$ cat src/rtl/prt_scaler_pkg.sv
// Shared types and helpers for the scaler sliding-window pipeline stages.
package prt_scaler_pkg;

  // Widest window the tap selector supports (16 taps -> 4 select bits).
  localparam int SEL_W_MAX = 4;

  // Tap index type, wide enough for any supported window size.
  typedef logic [SEL_W_MAX-1:0] tap_sel_t;

  // Select width for a given tap count; never narrower than one bit.
  function automatic int unsigned sel_w(input int unsigned taps);
    return (taps <= 2) ? 1 : $clog2(taps);
  endfunction

  // Clamp an index into the window; anything past the end maps to the last tap.
  function automatic int unsigned clamp_sel(input int unsigned sel, input int unsigned taps);
    return (sel >= taps) ? (taps - 1) : sel;
  endfunction

endpackage

$ cat src/rtl/prt_scaler_skid.sv
// One-entry skid buffer with registered ready, generic payload width.
// The output register always drains the skid entry first so beat order is kept.
module prt_scaler_skid #(
  parameter int P_W = 8
) (
  input  logic           clk_i,
  input  logic           srst_i,
  input  logic           in_vld_i,
  output logic           in_rdy_o,
  input  logic [P_W-1:0] in_dat_i,
  output logic           out_vld_o,
  input  logic           out_rdy_i,
  output logic [P_W-1:0] out_dat_o
);

  logic           out_vld_q, out_vld_d;
  logic [P_W-1:0] out_dat_q, out_dat_d;
  logic           skid_vld_q, skid_vld_d;
  logic [P_W-1:0] skid_dat_q, skid_dat_d;
  logic           rdy_q, rdy_d;
  logic           accept;
  logic           out_load;

  // Next-state: route accepted beats to the output register or the skid entry.
  always_comb begin
    out_vld_d  = out_vld_q;
    out_dat_d  = out_dat_q;
    skid_vld_d = skid_vld_q;
    skid_dat_d = skid_dat_q;
    accept     = in_vld_i & rdy_q;
    out_load   = ~out_vld_q | out_rdy_i;

    if (out_load) begin
      if (skid_vld_q) begin
        // Skid has priority; a concurrent accept refills the skid.
        out_vld_d  = 1'b1;
        out_dat_d  = skid_dat_q;
        skid_vld_d = accept;
        if (accept) begin
          skid_dat_d = in_dat_i;
        end
      end else if (accept) begin
        out_vld_d = 1'b1;
        out_dat_d = in_dat_i;
      end else begin
        out_vld_d = 1'b0;
      end
    end else if (accept) begin
      // Output stalled: park the beat in the skid entry.
      skid_vld_d = 1'b1;
      skid_dat_d = in_dat_i;
    end

    rdy_d = ~skid_vld_d;
  end

  // State registers; reset drops any beat in flight.
  always_ff @(posedge clk_i) begin
    if (srst_i) begin
      out_vld_q  <= 1'b0;
      out_dat_q  <= '0;
      skid_vld_q <= 1'b0;
      skid_dat_q <= '0;
      rdy_q      <= 1'b1;
    end else begin
      out_vld_q  <= out_vld_d;
      out_dat_q  <= out_dat_d;
      skid_vld_q <= skid_vld_d;
      skid_dat_q <= skid_dat_d;
      rdy_q      <= rdy_d;
    end
  end

  assign in_rdy_o  = rdy_q;
  assign out_vld_o = out_vld_q;
  assign out_dat_o = out_dat_q;

endmodule

$ cat src/rtl/prt_scaler_slw_mux_pipe.sv
// Sliding-window tap selector: picks one tap (clamped to the window) and,
// when PRT_SCALER_SLW_MUX_PAIR_EN is defined, also its right neighbour,
// then registers them with the side-band bits through a skid stage.
// Without the macro DAT1_OUT is tied low and no neighbour logic exists.
module prt_scaler_slw_mux_pipe
  import prt_scaler_pkg::*;
#(
  parameter int P_BPC   = 8,
  parameter int P_CMP   = 3,
  parameter int P_TAPS  = 7,
  // Derived from P_TAPS; not meant to be overridden.
  parameter int P_SEL_W = sel_w(P_TAPS),
  parameter int P_USR   = 4
) (
  input  logic                          CLK_IN,
  input  logic                          RST_IN,
  input  logic [P_TAPS*P_CMP*P_BPC-1:0] DAT_IN,
  input  logic [P_SEL_W-1:0]            SEL_IN,
  input  logic [P_USR-1:0]              USR_IN,
  input  logic                          VLD_IN,
  output logic                          RDY_OUT,
  output logic [P_CMP*P_BPC-1:0]        DAT0_OUT,
  output logic [P_CMP*P_BPC-1:0]        DAT1_OUT,
  output logic [P_USR-1:0]              USR_OUT,
  output logic                          VLD_OUT,
  input  logic                          RDY_IN
);

  localparam int L_PIX_W = P_CMP * P_BPC;
`ifdef PRT_SCALER_SLW_MUX_PAIR_EN
  localparam int L_PAY_W = P_USR + 2 * L_PIX_W;
`else
  localparam int L_PAY_W = P_USR + L_PIX_W;
`endif

  logic [L_PIX_W-1:0] tap_w [P_TAPS];
  tap_sel_t           sel_c;
  logic [L_PIX_W-1:0] dat0_w;
  logic [L_PAY_W-1:0] pay_in_w;
  logic [L_PAY_W-1:0] pay_out_w;

  // Unpack the flat window into per-tap pixels.
  generate
    for (genvar gi = 0; gi < P_TAPS; gi++) begin : g_tap
      assign tap_w[gi] = DAT_IN[gi*L_PIX_W +: L_PIX_W];
    end
  endgenerate

  // Clamp the select and pick the selected tap.
  always_comb begin
    sel_c  = tap_sel_t'(clamp_sel(32'(SEL_IN), 32'(P_TAPS)));
    dat0_w = '0;
    for (int i = 0; i < P_TAPS; i++) begin
      if (sel_c == tap_sel_t'(i)) begin
        dat0_w = tap_w[i];
      end
    end
  end

`ifdef PRT_SCALER_SLW_MUX_PAIR_EN
  tap_sel_t           nbr_c;
  logic [L_PIX_W-1:0] dat1_w;

  // Neighbour tap, replicating the last tap at the right edge.
  always_comb begin
    nbr_c  = tap_sel_t'(clamp_sel(32'(sel_c) + 32'd1, 32'(P_TAPS)));
    dat1_w = '0;
    for (int i = 0; i < P_TAPS; i++) begin
      if (nbr_c == tap_sel_t'(i)) begin
        dat1_w = tap_w[i];
      end
    end
  end

  assign pay_in_w = {USR_IN, dat1_w, dat0_w};
  assign DAT1_OUT = pay_out_w[L_PIX_W +: L_PIX_W];
  assign USR_OUT  = pay_out_w[2*L_PIX_W +: P_USR];
`else
  assign pay_in_w = {USR_IN, dat0_w};
  assign DAT1_OUT = '0;
  assign USR_OUT  = pay_out_w[L_PIX_W +: P_USR];
`endif

  assign DAT0_OUT = pay_out_w[0 +: L_PIX_W];

  prt_scaler_skid #(
    .P_W (L_PAY_W)
  ) u_skid (
    .clk_i     (CLK_IN),
    .srst_i    (RST_IN),
    .in_vld_i  (VLD_IN),
    .in_rdy_o  (RDY_OUT),
    .in_dat_i  (pay_in_w),
    .out_vld_o (VLD_OUT),
    .out_rdy_i (RDY_IN),
    .out_dat_o (pay_out_w)
  );

endmodule

$ cat config.mk
export PLATFORM = sky130hd
export DESIGN_NAME = prt_scaler_slw_mux_pipe
export DESIGN_NICKNAME = d
export VERILOG_FILES = /design/src/rtl/prt_scaler_pkg.sv /design/src/rtl/prt_scaler_skid.sv /design/src/rtl/prt_scaler_slw_mux_pipe.sv
export SDC_FILE = /design/constraint.sdc
export NUM_CORES = 1
export LEC_CHECK = 0
export CAP_MARGIN = 20
export CORE_UTILIZATION = 42
export DETAILED_ROUTE_END_ITERATION = 16
export GPL_ROUTABILITY_DRIVEN = 1
export HOLD_SLACK_MARGIN = 0.02
export PLACE_DENSITY_LB_ADDON = 0.08
export RECOVER_POWER = 50
export SLEW_MARGIN = 20
export SYNTH_ARGS = -nofsm -noshare
export SYNTH_HDL_FRONTEND = slang
export SYNTH_SLANG_ARGS = --single-unit
$ cat constraint.sdc
create_clock -name CLK_IN -period 4.4 [get_ports CLK_IN]
set_clock_uncertainty 0.15 [all_clocks]
set_input_delay 1.32 -clock CLK_IN [delete_from_list [all_inputs] [get_ports CLK_IN]]
set_output_delay 1.32 -clock CLK_IN [all_outputs]
set_load 0.02 [all_outputs]
[Word level (Yosys, flattened, before mapping)]
Cells that the tools add are included.
Word-level totals
  register bits: 59
  bits in latches: 0
  RAM bits: 0
  bits in read-only memories: 0
  output and inout bits: 54
  memories kept: 0
Operators by class
  $add $sub $neg: 0
  $mul: 0
  div/mod/pow operators: 0
  $lt $le $gt $ge: 1
  equality and inequality tests: 7
  shift-type cells: 0
  multiplexer cells: 18
  bitwise operators: 4
  reductions and logical operators: 3
Operators by type and width (number)
  24-bit two-way mux: 7
  28-bit two-way mux: 5
  3-bit equality test (second input constant): 3
  3-bit by 2-bit equality test with 1-bit output (second input constant): 2
  1-bit two-way mux: 5
  4-bit zero test: 1
  3-bit by 1-bit equality test with 1-bit output (second input constant): 1
  3-bit >= comparator (second input constant): 1
  3-bit two-way mux: 1
  2-bit by 1-bit != test with 1-bit output (second input constant): 1
  1-bit NOT: 2
  2-bit AND reduction: 1
  2-bit nonzero test: 1
  1-bit AND: 1
  1-bit bitwise OR: 1

[Logic depth before layout (Yosys ltp)]
Gate-level depths: netlist of the first run.
  word-level depth: 13
  depth in mapped cells: 7

[Modules after synthesis]
From an unflattened synthesis of the first run, not the netlist that was laid out.
Second synthesis, totals
  cells, all modules: 508
  area, all modules: 4869.7 um^2
By module, submodules not included
  prt_scaler_skid: instances 1, cells each 263, area an instance 2767.7 um^2
  prt_scaler_slw_mux_pipe: instances 1, cells each 245, area an instance 2102.0 um^2

[Worst setup path after synthesis of the first run]
OpenSTA, ideal clock, no wires.
  path kind: input to register
  from: input SEL_IN[2]
  to: register u_skid.out_dat_q[10], in the netlist u_skid.out_dat_o[10]
  setup time: 138 ps
  arrival time: 2392 ps
  setup slack: 1720 ps
  stages: 6
  path buffers: 2
  cell sequence: buf_2 -> and3b_1 -> buf_2 -> a32o_1 -> nor3_1 -> o221ai_1
On the way
  cells in the longest elaborated chain, start to end: 12
  elaborated cells on any way between the ends: 18
  classes of those cells: order compare: 1; eq/ne: 6; mux: 10; reduce/logical: 1
RTL lines
  start, declared: line prt_scaler_slw_mux_pipe.sv:18  | input logic [P_SEL_W-1:0] SEL_IN,
  3-bit >= comparator: line prt_scaler_pkg.sv:17  | return (sel >= taps) ? (taps - 1) : sel;
  3-bit two-way mux *: line prt_scaler_pkg.sv:17
  4-bit zero test: line prt_scaler_slw_mux_pipe.sv:54  | if (sel_c == tap_sel_t'(i)) begin
  24-bit two-way mux (6 in a row): line prt_scaler_slw_mux_pipe.sv:54
  24-bit two-way mux *: line prt_scaler_slw_mux_pipe.sv:54
  28-bit two-way mux *: line prt_scaler_skid.sv:42  | end else if (accept) begin
  28-bit two-way mux *: line prt_scaler_skid.sv:34  | if (skid_vld_q) begin
  end signal, assigned: line prt_scaler_skid.sv:67  | out_dat_q <= out_dat_d;
  end, declared: line prt_scaler_skid.sv:17  | logic [P_W-1:0] out_dat_q, out_dat_d;
Mark *: on every way between the ends. The rest lies on a longest branch, timed or not. The select of a mux whose other input is x is not followed.
A chain may end at the register's enable or synchronous reset.

[Worst setup path in the final report of the first run]
  from: input RDY_IN
  to: register u_skid.skid_dat_q[12]
On the way
  cells in the longest elaborated chain, start to end: 2
  elaborated cells on any way between the ends: 3
  classes of those cells: eq/ne: 1; mux: 1; bitwise: 1
RTL lines
  start, declared: line prt_scaler_slw_mux_pipe.sv:26  | input logic RDY_IN
  1-bit bitwise OR *: line prt_scaler_skid.sv:31  | out_load = ~out_vld_q | out_rdy_i;
  2-bit by 1-bit != test with 1-bit output (no line) or 28-bit two-way mux (tied branches)
  end signal, assigned: line prt_scaler_skid.sv:69  | skid_dat_q <= skid_dat_d;
  end, declared: line prt_scaler_skid.sv:19  | logic [P_W-1:0] skid_dat_q, skid_dat_d;
Mark *: on every way between the ends. The rest lies on a longest branch, timed or not.

==> run summary, run 1 <==
* layout overhead on the synthesized area: 53.1%
* cell area after technology mapping: 4060 um^2
* Period Utilization, post-route: 79.9%
* global-route wire length before repair: 22,200 um
* final setup violation count: 0
* final number of hold-violating endpoints: 0
* WL final: 13,900 um
* number of placed cells counting well taps: 759
* share of synthesized area occupied by flip-flops and latches: 29.1%
* post-detailed-route wirelength per cell: 17.9 um
* library cells used by synthesis: 36
* via count of the first global-routing pass: 4,223
* time the worst path needs with I/O delays and setup: 3.51 ns
* number of detailed-route iterations in the first pass: 4
* die area: 10,100 um^2
* CTS buffer count: 9
* root buffer cell: clkbuf_8
* depth of the worst register-to-register path: 6
* Avg Cell Area, Syn: 8.79 um^2
* antenna violations before repair: 0
* area of the core: 9280 um^2
* Mapped Cells: 462
* Highest Clock Rate: 0.285 GHz
* arrival time reported for the critical path endpoint: 3.59 ns
* worst hold path class: reg -> reg
* Placed Area: 6040 um^2
* worst slew slack as a fraction of its limit: 25.1%
* share of layout cells above drive strength 1: 8.68%
* number of gates resized after CTS: 0
* TritonCTS clock tree: yes
* Via Count: 4,180
* max-cap violations: 0
* number of DRC violations after detailed routing: 0
* Die Span X: 100 um
* register bit count reported by yosys: 59
* number of I/O pins: 233
* final standard cell count with taps included and fillers excluded: 774
* most common library cell in the layout ignoring fill and taps: clkdlybuf4s50_1
* floorplan row count: 35
* global-route total usage across every layer: 28.4%
* clock input transition at the sequential cells of the worst setup and hold paths: 0.06 ns
* Worst Path Class, Setup: in -> reg
* number of buffers between clock root and the deepest sink: 2
* number of buffers added for setup after CTS: 0
* type of destination of the critical path: flop
* post-detailed-route count of antenna-violating nets: 0
* Post-CTS Hold Fix Bufs: 0
* worst supply voltage drop on vdd: 0.221 mV
* worst hold path cell count: 2
* yosys synthesis warning count: 0
* result of the run: complete, no violations
* worst-skew pair later-pin latency: 0.32 ns
* setup_tns: 0 ns
* final net count: 820
* overall overflow remaining after global route: 0
* power density over the cells: 246 nW/um^2
* actual slew at the worst max-slew pin: 1.12 ns
* count of input and output buffers: 208
* largest net degree at the start of global routing: 56
* top fanout value on the critical path: 32
* worst setup slack before clock tree synthesis: 0.674 ns
* Die Span Y: 100 um
* CTS HTree Levels: 3
* setup repair after global routing missed its margin: false
* violation count after the first detailed-route iteration: 164
* total inserted antenna cells: 0
* number of slew-limit violations in the final report: 0
* Static Leakage: 2.40 nW
* starting utilization of the core area: 43.7%
* commonest cells after routing, fill and taps aside: clkdlybuf4s50_1, dfxtp_1, nor2_1, mux2i_1, dlygate4sd3_1
* Req. time, crit path: 4.48 ns
* sort of element at the start of the critical path: input port
* DP HPWL: 10,400 um
* number of clock sinks: 59
* final standard cell area without fillers: 6210 um^2
* final setup margin: 0.886 ns
* Placer Congestion: 0.866
* Via-to-Cell Ratio: 5.40
-- cells by family after synthesis --
family	synth area share, %
and+or+nand+nor	20.7
other	0.0924
buffers and inverters	12.8
DFF	29.1
AOI/OAI and AO/OA	23.7
muxes	13.6
-- Yosys cell counts (all sizes together) --
cell type | number | share of area [%]
dfxtp | 59 | 29
nor2 | 53 | 4.9
mux2i | 48 | 12
buf | 47 | 8.1
a211oi | 29 | 5.9
clkbuf | 27 | 2.5
nand2b | 26 | 4.0
inv | 24 | 2.2
nand4b | 23 | 5.0
nor3 | 23 | 4.8
o221ai | 23 | 5.0
a32o | 22 | 5.4
o32ai | 22 | 5.5
nand2 | 11 | 1.0
a21oi | 8 | 0.99
mux2 | 4 | 1.2
nor2b | 2 | 0.31
o211ai | 2 | 0.49
and2b | 1 | 0.18
and3b | 1 | 0.22
conb | 1 | 0.092
mux4 | 1 | 0.55
o211a | 1 | 0.25
o21ai | 1 | 0.12
o22ai | 1 | 0.15
or2 | 1 | 0.15
or3 | 1 | 0.15
-- metal layers --
metal	part of all wire, %	track usage [%]	wire, um	up-vias
li1	-	-	-	2037
met1	40	33.1	5580	1958
met5	0	0	0	-
met3	6.6	6.82	921	16
met4	1.6	7.92	223	0
met2	52	51.4	7170	169
-- flip-flops by register name, indices dropped and copies added (netlist names) --
register / count
u_skid.out_vld_o: 1
u_skid.in_rdy_o: 1
u_skid.skid_dat_q: 28
u_skid.out_dat_o: 28
u_skid.skid_vld_q: 1
-- critical path, stage by stage --
cell	delay [ns]
dlygate4sd3_1	0.54
and2b_1	0.33
o211a_1	0.62
buf_4	0.46
nor2_1	0.09
a211oi_1	0.24
-- per-stage QoR --
step | util, % | hold WS (ns) | total power (W)
after floorplan | - | 0.286 | 0.000875
after global placement | 65.1 | 0.292 | 0.00111
after detailed placement | 65.1 | 0.301 | 0.00111
after CTS | 67.0 | 0.313 | 0.00156
after global routing | 66.9 | 0.338 | 0.00161
final | 66.9 | 0.309 | 0.00153
-- worst paths after layout --
path | start | end | slack (ns)
setup / recovery | RDY_IN | u_skid.skid_dat_q[12]$_SDFFE_PP0P_ | 0.89
hold / removal | u_skid.skid_dat_q[24]$_SDFFE_PP0P_ | u_skid.skid_dat_q[24]$_SDFFE_PP0P_ | 0.31
setup reg to reg | u_skid.skid_vld_q$_SDFF_PP0_ | u_skid.out_dat_o[19]$_SDFFE_PP0P_ | 1.85
hold reg to reg | u_skid.skid_dat_q[24]$_SDFFE_PP0P_ | u_skid.skid_dat_q[24]$_SDFFE_PP0P_ | 0.31
-- where the power goes --
group / switching [W] / internal (W)
clock: 0.000191 / 0.000246
sequential: 0.0000200 / 0.000573
combinational: 0.000235 / 0.000266
total: 0.000446 / 0.00108
-- layout make-up --
class	count	area (um^2)
clock buffer	13	169
clock inverter	2	10.0
fill	807	3070
inverter	24	90.1
multi-input combinational	328	2450
sequential	59	1180
tap	129	161
timing repair buffer	219	2150
(Power assumes the default switching activity.)
==> inputs of run 2 (changes only) <==
CORE_UTILIZATION = 35   (was 42)
clock period = 3.15 ns   (was 4.4 ns; I/O delays follow)
==> run 2 against run 1 <==
  * Design area up 2.6%
  * Sequential share of layout area is 0.48 points lower
  * Sequential cell count unchanged
  * First-iteration DRC count is 23% higher
  * Non-clock buffer count up 5
  * Wire length is 1.8% higher
  * Via count increased by 1.0%
  * Largest cell class unchanged
  * Highest routed layer unchanged
==> run summary, run 2 (same netlist as run 1, synthesis figures left out) <==
* violation count after the first detailed-route iteration: 202
* CTS buffer count: 9
* NetSw: 0.000675 W
* floorplan row count: 38
* type of destination of the critical path: flop
* relative contribution of combinational cells to total power: 28.8%
* number of buffers between clock root and the deepest sink: 2
* sort of element at the start of the critical path: input port
* final core utilization: 57.6%
* clock share of power: 37.1%
* setup_tns: 0 ns
* time the worst path needs with I/O delays and setup: 2.80 ns
* CTS HTree Levels: 3
* post-detailed-route count of antenna-violating nets: 0
* final net count: 825
* final setup margin: 0.346 ns
* switching part of the total power: 27.6%
* result of the run: complete, no violations
* die area: 12,000 um^2
* Reg power frac: 34.1%
* post-layout power: 0.00244 W
* kind of cell adding the most delay to the critical path: buffers and inverters
* ordered cell list for the critical path: dlygate4sd3_1 -> and2b_1 -> o211a_2 -> clkbuf_4 -> nor2_1 -> a211oi_1
* Post-CTS Hold Fix Bufs: 0
* most common library cell in the layout ignoring fill and taps: clkdlybuf4s50_1
* count of input and output buffers: 208
* final number of hold-violating endpoints: 0
* top fanout value on the critical path: 47
* number of I/O pins: 233
* internal cell power: 0.00177 W
* commonest cells after routing, fill and taps aside: clkdlybuf4s50_1, dfxtp_1, nor2_1, mux2i_1, dlygate4sd3_1
* Die Span X: 110 um
* area of the core: 11,100 um^2
* layout overhead on the synthesized area: 57.1%
* Via Count: 4,222
* final standard cell count with taps included and fillers excluded: 791
* Static Leakage: 2.46 nW
* worst hold path class: reg -> reg
* clock input transition at the sequential cells of the worst setup and hold paths: 0.05 ns
* largest net degree at the start of global routing: 56
* actual slew at the worst max-slew pin: 0.914 ns
* worst supply voltage drop on vdd: 0.359 mV
* number of buffers added for setup after CTS: 0
* number of DRC violations after detailed routing: 0
* number of detailed-route iterations in the first pass: 5
* number of slew-limit violations in the final report: 0
* final setup violation count: 0
* crit path buf inv count: 2
* overall overflow remaining after global route: 0
* WL final: 14,100 um
* power density over the cells: 383 nW/um^2
* root buffer cell: clkbuf_16
* share of layout cells above drive strength 1: 9.38%
* Req. time, crit path: 3.22 ns
* via count of the first global-routing pass: 4,175
* Crit-path slowest cell: dlygate4sd3_1
* Period Utilization, post-route: 89.0%
* global-route total usage across every layer: 23.7%
* global-route wire length before repair: 21,400 um
* post-detailed-route wirelength per cell: 17.9 um
* worst setup slack before clock tree synthesis: 0.0509 ns
* Placer Congestion: 0.895
* number of gates resized after CTS: 0
* setup repair after global routing missed its margin: false
* Via-to-Cell Ratio: 5.34
* number of placed cells counting well taps: 775
* maximum single-stage delay on the critical path: 0.53 ns
* worst slew slack as a fraction of its limit: 39.1%
* number of clock sinks: 59
* Highest Clock Rate: 0.357 GHz
* arrival time reported for the critical path endpoint: 2.88 ns
* Worst Path Class, Setup: in -> reg
* Die Span Y: 110 um
* worst-skew pair later-pin latency: 0.32 ns
* TritonCTS clock tree: yes
* starting utilization of the core area: 36.7%
* antenna violations before repair: 2
* max-cap violations: 0
* DP HPWL: 11,000 um
[run 2: cell types whose count changed in the layout (fill, tap and decap cells not counted)]
cell	previous run	this run
buf_12	0	1
buf_4	11	15
clkbuf_16	0	9
clkbuf_2	1	0
clkbuf_4	0	1
clkbuf_8	12	3
diode_2	0	1
nor2_1	52	53
nor2_4	1	0
o211a_1	1	0
o211a_2	0	1
[run 2: metal layers]
| metal | wire length [um] | track usage (%) | vias up |
|---|---|---|---|
| met5 | 0 | 0 | - |
| met4 | 650 | 12.1 | 0 |
| met3 | 1050 | 5.93 | 34 |
| met2 | 7040 | 42.9 | 167 |
| met1 | 5410 | 25.2 | 1964 |
| li1 | - | - | 2057 |
[run 2: path summary, 6_finish.rpt]
kind	start	to	slack, ns	cells after the start
hold / removal	u_skid.skid_dat_q[27]$_SDFFE_PP0P_	u_skid.skid_dat_q[27]$_SDFFE_PP0P_	0.30	2
setup / recovery	RDY_IN	u_skid.skid_dat_q[8]$_SDFFE_PP0P_	0.35	6
setup reg to reg	u_skid.skid_vld_q$_SDFF_PP0_	u_skid.out_dat_o[19]$_SDFFE_PP0P_	1.09	5
hold reg to reg	u_skid.skid_dat_q[27]$_SDFFE_PP0P_	u_skid.skid_dat_q[27]$_SDFFE_PP0P_	0.30	2
[run 2: final cells by class]
cell class              instances  area [um^2]
diodes                          1         2.50
well taps                     140          175
inverters                      24         90.1
clock inverters                 2         10.0
fillers                      1015         4700
repair buffers                224         2210
flip-flops and latches         59         1180
clock buffers                  13          270
multi-input cells             328         2440
[run 2: power groups by stage]
stage | registers (W) | clock network, W | logic, W
final | 0.000832 | 0.000905 | 0.000704
after floorplan | 0.000879 | 0 | 0.000343
after detailed placement | 0.000848 | 0 | 0.000722
after global routing | 0.000837 | 0.000958 | 0.000761
after global placement | 0.000847 | 0 | 0.000713
after CTS | 0.000834 | 0.000920 | 0.000724
[run 2: through the flow]
stage,hold WS (ns),area (um^2)
final,0.304,6380
after global routing,0.327,6380
after CTS,0.303,6400
after detailed placement,0.296,6120
after global placement,0.291,6120
after floorplan,0.286,4150
[run 2: tightest hold or removal path: cells and delay by family (launching register included)]
family / cells / cell delay (ns)
and+or+nand+nor: 1 / 0.05
AOI/OAI and AO/OA: 1 / 0.05
DFF: 1 / 0.30
